**config.mk**
```make
export PLATFORM = sky130hd
export DESIGN_NAME = shift_reg_universal_flat
export DESIGN_NICKNAME = d
export VERILOG_FILES = /design/src/rtl/shift_reg_universal_if.sv /design/src/rtl/shift_reg_universal.sv /design/src/flat_wrapper.sv
export SDC_FILE = /design/constraint.sdc
export NUM_CORES = 1
export LEC_CHECK = 0
export CAP_MARGIN = 30
export CORE_MARGIN = 8
export CORE_UTILIZATION = 50
export CTS_BUF_LIST = sky130_fd_sc_hd__clkbuf_4 sky130_fd_sc_hd__clkbuf_8 sky130_fd_sc_hd__clkbuf_16
export CTS_CLUSTER_SIZE = 30
export DETAILED_ROUTE_END_ITERATION = 8
export PLACE_DENSITY = 0.83
export SYNTH_ARGS = -nofsm -noshare
export SYNTH_HDL_FRONTEND = slang
export SYNTH_SLANG_ARGS = --single-unit
```
**constraint.sdc**
```tcl
create_clock -name CLK -period 2.2 [get_ports CLK]
set_input_delay 0.44 -clock CLK [delete_from_list [all_inputs] [get_ports CLK]]
set_output_delay 0.44 -clock CLK [all_outputs]
set_load 0.02 [all_outputs]
```
**src/rtl/shift_reg_universal_if.sv**
```systemverilog
// Bus bundle for shift_reg_universal.
// Master drives the operation controls and reads the register state.
// Slave is the register itself.
//   MODE   : operation select
//   DI     : parallel load data
//   SR_SER : serial input for shift right
//   SL_SER : serial input for shift left
//   START  : request a burst operation
//   COUNT  : number of burst steps
//   Q      : register contents
//   BUSY   : burst in progress
//   DONE   : one-cycle pulse at burst completion
interface shift_reg_universal_if #(
  parameter int WIDTH = 8,
  parameter int CNT_W = 4
);
  logic [2:0]       MODE;
  logic [WIDTH-1:0] DI;
  logic             SR_SER;
  logic             SL_SER;
  logic             START;
  logic [CNT_W-1:0] COUNT;
  logic [WIDTH-1:0] Q;
  logic             BUSY;
  logic             DONE;

  modport master (output MODE, DI, SR_SER, SL_SER, START, COUNT,
                  input  Q, BUSY, DONE);
  modport slave  (input  MODE, DI, SR_SER, SL_SER, START, COUNT,
                  output Q, BUSY, DONE);
endinterface

```
**src/rtl/shift_reg_universal.sv**
```systemverilog
// Universal shift register with an optional multi-cycle burst mode.
// Immediate mode applies MODE once per clock. A START with a shifting or
// rotating MODE latches MODE/COUNT and then runs COUNT steps, one per
// clock, before pulsing DONE.
// Ports:
//   CLK : clock, rising edge
//   CLR : asynchronous active-low reset
//   bus : shift_reg_universal_if slave (MODE, DI, SR_SER, SL_SER, START,
//         COUNT in; Q, BUSY, DONE out)
module shift_reg_universal #(
  parameter int WIDTH = 8,
  parameter int CNT_W = 4
) (
  input  logic                 CLK,
  input  logic                 CLR,
  shift_reg_universal_if.slave bus
);

  typedef enum logic [1:0] {IDLE, RUN, FIN} state_t;

  localparam logic [CNT_W-1:0] CNT_ONE  = {{(CNT_W-1){1'b0}}, 1'b1};
  localparam logic [CNT_W-1:0] CNT_ZERO = '0;

  state_t           state_q, state_d;
  logic [WIDTH-1:0] q_q, q_d;
  logic [2:0]       mode_q, mode_d;
  logic [CNT_W-1:0] cnt_q, cnt_d;

  // One step of the selected operation. Bits move toward the MSB on
  // "right" operations (Q[i] <= Q[i-1]) and toward the LSB on "left".
  function automatic logic [WIDTH-1:0] step_op(
    input logic [2:0]       m,
    input logic [WIDTH-1:0] q,
    input logic             sr,
    input logic             sl,
    input logic [WIDTH-1:0] di
  );
    case (m)
      3'b001:  step_op = {q[WIDTH-2:0], sr};
      3'b010:  step_op = {sl, q[WIDTH-1:1]};
      3'b011:  step_op = di;
      3'b100:  step_op = {q[WIDTH-2:0], q[WIDTH-1]};
      3'b101:  step_op = {q[0], q[WIDTH-1:1]};
      3'b110:  step_op = {q[WIDTH-1], q[WIDTH-1:1]};
      default: step_op = q;
    endcase
  endfunction

  // Only modes that move bits are worth running as a burst.
  function automatic logic is_burst(input logic [2:0] m);
    is_burst = (m == 3'b001) || (m == 3'b010) || (m == 3'b100) ||
               (m == 3'b101) || (m == 3'b110);
  endfunction

  always_ff @(posedge CLK or negedge CLR) begin
    if (!CLR) begin
      state_q <= IDLE;
      q_q     <= '0;
      mode_q  <= 3'b000;
      cnt_q   <= '0;
    end else begin
      state_q <= state_d;
      q_q     <= q_d;
      mode_q  <= mode_d;
      cnt_q   <= cnt_d;
    end
  end

  always_comb begin
    state_d = state_q;
    q_d     = q_q;
    mode_d  = mode_q;
    cnt_d   = cnt_q;
    case (state_q)
      IDLE: begin
        if (bus.START && is_burst(bus.MODE)) begin
          // Latch only; the first step happens on the next edge.
          mode_d  = bus.MODE;
          cnt_d   = bus.COUNT;
          state_d = (bus.COUNT != CNT_ZERO) ? RUN : FIN;
        end else begin
          q_d = step_op(bus.MODE, q_q, bus.SR_SER, bus.SL_SER, bus.DI);
        end
      end
      RUN: begin
        // Serial inputs stay live; everything else comes from the latch.
        q_d   = step_op(mode_q, q_q, bus.SR_SER, bus.SL_SER, bus.DI);
        cnt_d = cnt_q - CNT_ONE;
        if (cnt_q == CNT_ONE) state_d = FIN;
      end
      FIN: begin
        state_d = IDLE;
      end
      default: begin
        state_d = IDLE;
      end
    endcase
  end

  // Decoded straight from state so reset clears them without a clock.
  assign bus.Q    = q_q;
  assign bus.BUSY = (state_q != IDLE);
  assign bus.DONE = (state_q == FIN);

endmodule
```
**src/flat_wrapper.sv**
```systemverilog
// flat-port wrapper written by rule: the top's interface ports become plain ports
module shift_reg_universal_flat 
#(
  parameter int WIDTH = 8,
  parameter int CNT_W = 4
)
  (CLK, CLR, bus_MODE, bus_DI, bus_SR_SER, bus_SL_SER, bus_START, bus_COUNT, bus_Q, bus_BUSY, bus_DONE);
  shift_reg_universal_if #(.WIDTH(WIDTH), .CNT_W(CNT_W)) bus_i ();
  input  logic CLK;
  input  logic CLR;
  input wire logic [$bits(bus_i.MODE)-1:0] bus_MODE;
  input wire logic [$bits(bus_i.DI)-1:0] bus_DI;
  input wire logic [$bits(bus_i.SR_SER)-1:0] bus_SR_SER;
  input wire logic [$bits(bus_i.SL_SER)-1:0] bus_SL_SER;
  input wire logic [$bits(bus_i.START)-1:0] bus_START;
  input wire logic [$bits(bus_i.COUNT)-1:0] bus_COUNT;
  output wire logic [$bits(bus_i.Q)-1:0] bus_Q;
  output wire logic [$bits(bus_i.BUSY)-1:0] bus_BUSY;
  output wire logic [$bits(bus_i.DONE)-1:0] bus_DONE;
  assign bus_i.MODE = bus_MODE;
  assign bus_i.DI = bus_DI;
  assign bus_i.SR_SER = bus_SR_SER;
  assign bus_i.SL_SER = bus_SL_SER;
  assign bus_i.START = bus_START;
  assign bus_i.COUNT = bus_COUNT;
  assign bus_Q = bus_i.Q;
  assign bus_BUSY = bus_i.BUSY;
  assign bus_DONE = bus_i.DONE;
  shift_reg_universal #(.WIDTH(WIDTH), .CNT_W(CNT_W)) u_core (.CLK(CLK), .CLR(CLR), .bus(bus_i));
endmodule
```
==> results of run 1 <==
[cells by family after synthesis]
logic type	Yosys count	synth area share
adder cells (fa/ha/maj)	2	0.0160
flip-flops	17	0.271
AND/OR/NAND/NOR	69	0.219
AO/OA/AOI/OAI	69	0.312
buffers and inverters	30	0.0838
multiplexers	14	0.0918
XOR/XNOR	1	0.00559
[registers in the layout, summed over array words and instances (netlist names)]
signal and cells:
u_core.mode_q 3, u_core.bus.Q 8, u_core.cnt_q 4, u_core.state_q 2
[final cells by class]
cell class	instances	area share
multi-input combinational	155	0.490
sequential	17	0.206
clock buffer	3	0.0109
inverter	10	0.0182
clock inverter	1	0.00242
timing repair buffer	58	0.246
tap	44	0.0267
[routing by layer]
| layer | GRT usage | part of all wire |
|---|---|---|
| met1 | 0.258 | 0.46 |
| met2 | 0.267 | 0.45 |
| met3 | 0.0193 | 0.073 |
| met4 | 0.0544 | 0.011 |
| met5 | 0 | 0 |
[worst max path at each step]
stage / startpoint / end
after global placement: bus_MODE[0] / u_core.bus.Q[5]$_DFFE_PN0P_
after global routing: u_core.state_q[0]$_DFFE_PN0P_ / bus_BUSY
after CTS: bus_MODE[0] / u_core.bus.Q[5]$_DFFE_PN0P_
after detailed placement: bus_MODE[0] / u_core.bus.Q[5]$_DFFE_PN0P_
after floorplan: bus_START / u_core.cnt_q[3]$_DFFE_PN0P_
final: u_core.state_q[0]$_DFFE_PN0P_ / bus_BUSY
[critical path, cell delays in order (launching register included)]
cell and delay (ns):
dfrtp_1 0.47, nor2_1 0.22, inv_1 0.09, clkdlybuf4s50_1 0.55
[power breakdown]
| group | switching, W | leakage [nW] | internal, W |
|---|---|---|---|
| clock network | 0.000111 | 0.0177 | 0.0000677 |
| logic | 0.000908 | 0.650 | 0.000863 |
| registers | 0.000272 | 0.207 | 0.000469 |
| total | 0.00129 | 0.875 | 0.00140 |
[stage by stage]
stage	hold slack (ns)	total power, W	util
finish	0.456	0.00269	0.682
global route	0.467	0.00291	0.682
CTS	0.462	0.00267	0.682
floorplan	0.144	0.00192	-
global placement	0.522	0.00245	0.673
detailed placement	0.523	0.00250	0.673
[placed cells by master, fill, tap and decap left out, types with 3 or more instances in the layout]
| cell type | instances |
|---|---|
| mux2i_1 | 11 |
| mux2_2 | 3 |
| o32ai_1 | 9 |
| nand2b_1 | 6 |
| dfrtp_1 | 17 |
| nor3_1 | 4 |
| o21ai_0 | 8 |
| buf_4 | 29 |
| a32oi_1 | 3 |
| o211ai_1 | 3 |
| nor2b_1 | 5 |
| a21oi_1 | 17 |
| nor2_1 | 9 |
| inv_1 | 10 |
| o31ai_1 | 5 |
| nand2_1 | 29 |
| clkdlybuf4s50_1 | 29 |
| clkbuf_4 | 3 |
| a211oi_1 | 6 |
| nand3_1 | 4 |
==> impl_metrics.py, run 1 <==
metrics = {
    "logic_synthesis": {
        "synth_nets": 224,
        "synth_area_sq_um": 1570,
        "syn_area_per_cell_sq_um": 7.76,
        "syn_inst": 202,
        "ys_seq_area_frac": 0.271,
        "netlist.top_cell.by_area": "dfrtp_1",
        "synthTopCellsByArea": "dfrtp_1 (27%), mux2i_1 (7.0%), nand2_1 (6.9%), a21oi_1 (5.4%), o32ai_1 (5.0%)",
        "yosys_register_bits": 17,
        "yosys_warnings": 0,
        "ys_top_cells_by_count": "nand2_1 (29), a21oi_1 (17), dfrtp_1 (17)",
        "synth_edf_count": 0,
        "synthDistinctLibCells": 48,
        "async_reset_ff_frac": 1.00,
        "yosysMostFrequentCell": "nand2_1",
        "synth_flop_cell": "dfrtp_1",
        "synth_top_area_frac": 0.271,
    },
    "floorplanning": {
        "io_pins": 30,
        "core_sq_um": 3030,
        "dieHeight_microns": 72.0,
        "rows": 20,
        "dieArea_sq_um": 5180,
        "start_util": 0.518,
        "chipWidth_microns": 72.0,
    },
    "timing": {
        "finalHoldViolCount": 0,
        "fin_ws_ns": 0.140,
        "slew_violations": 0,
        "fin_setup_tns_ns": 0,
        "max_freq_ghz": 0.485,
        "rsz0062_at_grt": "false",
        "worstMarginPinSlew_ns": 0.514,
        "finalCritPeriodShare": 0.937,
        "slew_headroom": 0.649,
        "skew_ns": 0.00573,
        "period_needed_ns": 2.06,
        "setup_viol": 0,
    },
    "setup_path": {
        "worst_setup_path_start_kind": "register",
        "crit_fanout": 7,
        "rrSetupSlack_ns": 0.35,
        "timing_worst_setup_path_type": "reg2out",
        "required_ns": 1.76,
        "rr_startpoint": "u_core.mode_q[2]$_DFFE_PN0P_",
        "arrival_ns": 1.62,
        "worst_setup_path_end_kind": "output port",
        "timing.rr.end": "u_core.bus.Q[6]$_DFFE_PN0P_",
        "reg2reg_depth": 6,
    },
    "cts": {
        "clkSinkCount": 17,
        "cts_buffers": 3,
        "cts_resized": 0,
        "cts_setup_buffers": 0,
        "cts_tree": "done",
        "cts_max_path_buffers": 2,
        "clk_latency_ns": 0.30,
        "path_clk_slew_ns": 0.11,
        "h-tree-depth": 1,
        "cts_root_buf": "clkbuf_4",
        "hold_buffers": 0,
    },
    "route": {
        "wl_mm": 4.51,
        "drt_iter0_markers": 269,
        "post_drt_wl_per_cell_microns": 15.7,
        "num_vias": 1714,
        "drcViolationCount": 0,
        "viasPerCell": 5.95,
        "postRouteAntennaNets": 0,
        "drtPass1Iterations": 5,
    },
    "grt": {
        "grt_max_degree": 18,
        "grtUsageTotal": 0.178,
        "grt_first_pass_wirelength_mm": 7.55,
        "grt_remaining_overflow": 0,
        "grt_pass1_vias": 1560,
        "antenna_found_initial": 0,
    },
    "cells_and_area": {
        "multi_input_area_sq_um": 1010,
        "stdcell_count": 288,
        "drive_above_1_share": 0.172,
        "final_net_count": 267,
        "fillCellCount": 262,
        "register_area_sq_um": 425,
        "n_antenna_cell": 0,
        "fin_area_sq_um": 2060,
        "areaGrowthSynthToFinish_pct": 31.7,
    },
    "power": {
        "p_per_area_nw_per_um2": 1300,
        "irDropWorstVdd_mv": 0.720,
        "p_leak_nw": 0.875,
    },
    "placed_design": {
        "io_buffers": 29,
        "pre_cts_slack_ns": -0.155,
        "dp.cells": 284,
        "gp_congestion": 0.902,
        "place_area_sq_um": 2040,
        "hpwl_mm": 3.34,
    },
    "status": {
        "status": "complete, no violations",
    },
    "worst_hold_path": {
        "min_path_type": "in2async",
    },
    "run": {
        "cap_violations": 0,
    },
}
Note: power is estimated with default switching activity, not from simulation.
==> inputs of run 2 (changes only) <==
--- a/config.mk
+++ b/config.mk
@@ -6,7 +6,6 @@
 export NUM_CORES = 1
 export LEC_CHECK = 0
 export CAP_MARGIN = 30
-export CORE_MARGIN = 8
 export CORE_UTILIZATION = 50
 export CTS_BUF_LIST = sky130_fd_sc_hd__clkbuf_4 sky130_fd_sc_hd__clkbuf_8 sky130_fd_sc_hd__clkbuf_16
 export CTS_CLUSTER_SIZE = 30
==> run 2 against run 1 <==
  * The flow now finishes with violations (design-rule violations)
  * First-iteration DRC count is 44% lower
  * Sequential share of layout area is 0.63 points higher
  * Global-route usage is 10 points higher
  * Maximum frequency is 0.70% lower
  * Critical path depth stayed put
  * Total power is 0.76% higher
  * Critical path type unchanged
==> impl_metrics.py, run 2 (synthesized netlist as in run 1, its figures left out) <==
metrics = {
    "placed_design": {
        "pre_cts_slack_ns": -0.0291,
        "hpwl_mm": 3.27,
        "place_area_sq_um": 1980,
        "io_buffers": 29,
        "dp.cells": 265,
        "gp_congestion": 0.867,
    },
    "cells_and_area": {
        "largest_reg_flops": 8,
        "areaGrowthSynthToFinish_pct": 27.8,
        "largest_register": "u_core.bus.Q",
        "stdcell_count": 269,
        "largestRegisters": "u_core.bus.Q x8, u_core.cnt_q x4, u_core.mode_q x3",
        "fin_area_sq_um": 2000,
        "final_cell_mix": "nand2_1 (29), clkdlybuf4s50_1 (29), buf_4 (23)",
        "final_net_count": 261,
        "drive_above_1_share": 0.151,
        "n_antenna_cell": 0,
    },
    "cts": {
        "cts_resized": 0,
        "cts_setup_buffers": 0,
        "clk_latency_ns": 0.31,
        "path_clk_slew_ns": 0.12,
        "clkSinkCount": 17,
        "cts_tree": "done",
        "cts_max_path_buffers": 2,
        "hold_buffers": 0,
        "cts_root_buf": "clkbuf_4",
        "h-tree-depth": 1,
        "cts_buffers": 3,
    },
    "route": {
        "viasPerCell": 6.55,
        "post_drt_wl_per_cell_microns": 16.7,
        "wl_mm": 4.49,
        "num_vias": 1761,
        "drcViolationCount": 5,
        "drt_iter0_markers": 151,
        "postRouteAntennaNets": 0,
        "drtPass1Iterations": 7,
    },
    "grt": {
        "grt_max_degree": 22,
        "grt_remaining_overflow": 0,
        "grtUsageTotal": 0.278,
        "grt_pass1_vias": 1582,
        "antenna_found_initial": 0,
        "grt_first_pass_wirelength_mm": 7.25,
    },
    "floorplanning": {
        "dieArea_sq_um": 3360,
        "chipWidth_microns": 58.0,
        "dieHeight_microns": 58.0,
        "core_sq_um": 2850,
        "start_util": 0.550,
        "io_pins": 30,
        "rows": 19,
    },
    "setup_path": {
        "critical-path-top-delay-family": "buffers and inverters",
        "timing.rr.end": "u_core.bus.Q[7]$_DFFE_PN0P_",
        "worst_setup_path_start_kind": "register",
        "cp_slowest_cell": "clkdlybuf4s50_1",
        "worst_setup_path_end_kind": "output port",
        "reg2reg_depth": 4,
        "crit_fanout": 7,
        "cp_num_buf_inv": 2,
        "path_cells": "nor2_1 -> inv_1 -> clkdlybuf4s50_1",
        "rr_startpoint": "u_core.mode_q[1]$_DFFE_PN0P_",
        "required_ns": 1.76,
        "rrSetupSlack_ns": 0.37,
        "arrival_ns": 1.63,
        "timing_worst_setup_path_type": "reg2out",
        "critPathMaxStageDelay_ns": 0.55,
    },
    "power": {
        "irDropWorstVdd_mv": 0.891,
        "p_leak_nw": 0.845,
        "p_per_area_nw_per_um2": 1350,
    },
    "timing": {
        "fin_ws_ns": 0.125,
        "max_freq_ghz": 0.482,
        "finalCritPeriodShare": 0.943,
        "worstMarginPinSlew_ns": 0.721,
        "slew_violations": 0,
        "slew_headroom": 0.519,
        "setup_viol": 0,
        "rsz0062_at_grt": "false",
        "finalHoldViolCount": 0,
        "period_needed_ns": 2.07,
        "skew_ns": 0.00968,
    },
    "worst_hold_path": {
        "min_path_type": "in2async",
    },
    "run": {
        "cap_violations": 0,
    },
    "status": {
        "status": "complete, but fails checks",
        "violations": "design-rule violations",
    },
}
run 2: cell count changes in the layout (fill, tap and decap cells not counted), sizes merged:
cell and delta:
buf -6
run 2: routing by layer:
layer / GRT usage / wire length (microns) / vias up
li1: - / - / 821
met1: 0.379 / 1930 / 829
met2: 0.465 / 2070 / 98
met3: 0.0246 / 410 / 13
met4: 0.0952 / 85 / 0
met5: 0 / 0 / -
run 2: per-stage QoR:
stage | hold slack (ns) | total power [W] | setup TNS (ns) | utilization
detailed placement | 0.525 | 0.00250 | -0.103 | 0.693
global placement | 0.501 | 0.00242 | 0 | 0.693
finish | 0.451 | 0.00271 | 0 | 0.702
CTS | 0.474 | 0.00268 | 0 | 0.702
floorplan | 0.144 | 0.00192 | 0 | -
global route | 0.493 | 0.00292 | 0 | 0.702
run 2: cell type report:
type / instances / area, sq um
Tap cell: 31 / 38.8
Sequential cell: 17 / 425
Multi-Input combinational cell: 155 / 1010
Clock buffer: 3 / 22.5
Clock inverter: 1 / 5.00
Inverter: 10 / 37.5
Fill cell: 244 / 850
Timing Repair Buffer: 52 / 463
run 2: how the worst max path moves through the flow:
stage,cells after the start,endpoint,from
2_1_floorplan,6,u_core.cnt_q[3]$_DFFE_PN0P_,bus_START
3_3_place_gp,6,u_core.cnt_q[3]$_DFFE_PN0P_,bus_MODE[1]
3_5_place_dp,6,u_core.bus.Q[6]$_DFFE_PN0P_,bus_MODE[1]
4_1_cts,3,bus_BUSY,u_core.state_q[0]$_DFFE_PN0P_
5_1_grt,3,bus_BUSY,u_core.state_q[0]$_DFFE_PN0P_
6_report,3,bus_BUSY,u_core.state_q[0]$_DFFE_PN0P_
run 2: power breakdown:
part           total, W  switching [W]  leakage [nW]  internal (W)
clock network  0.000186       0.000118        0.0177     0.0000679
logic           0.00178       0.000926         0.621      0.000857
registers      0.000740       0.000272         0.207      0.000468
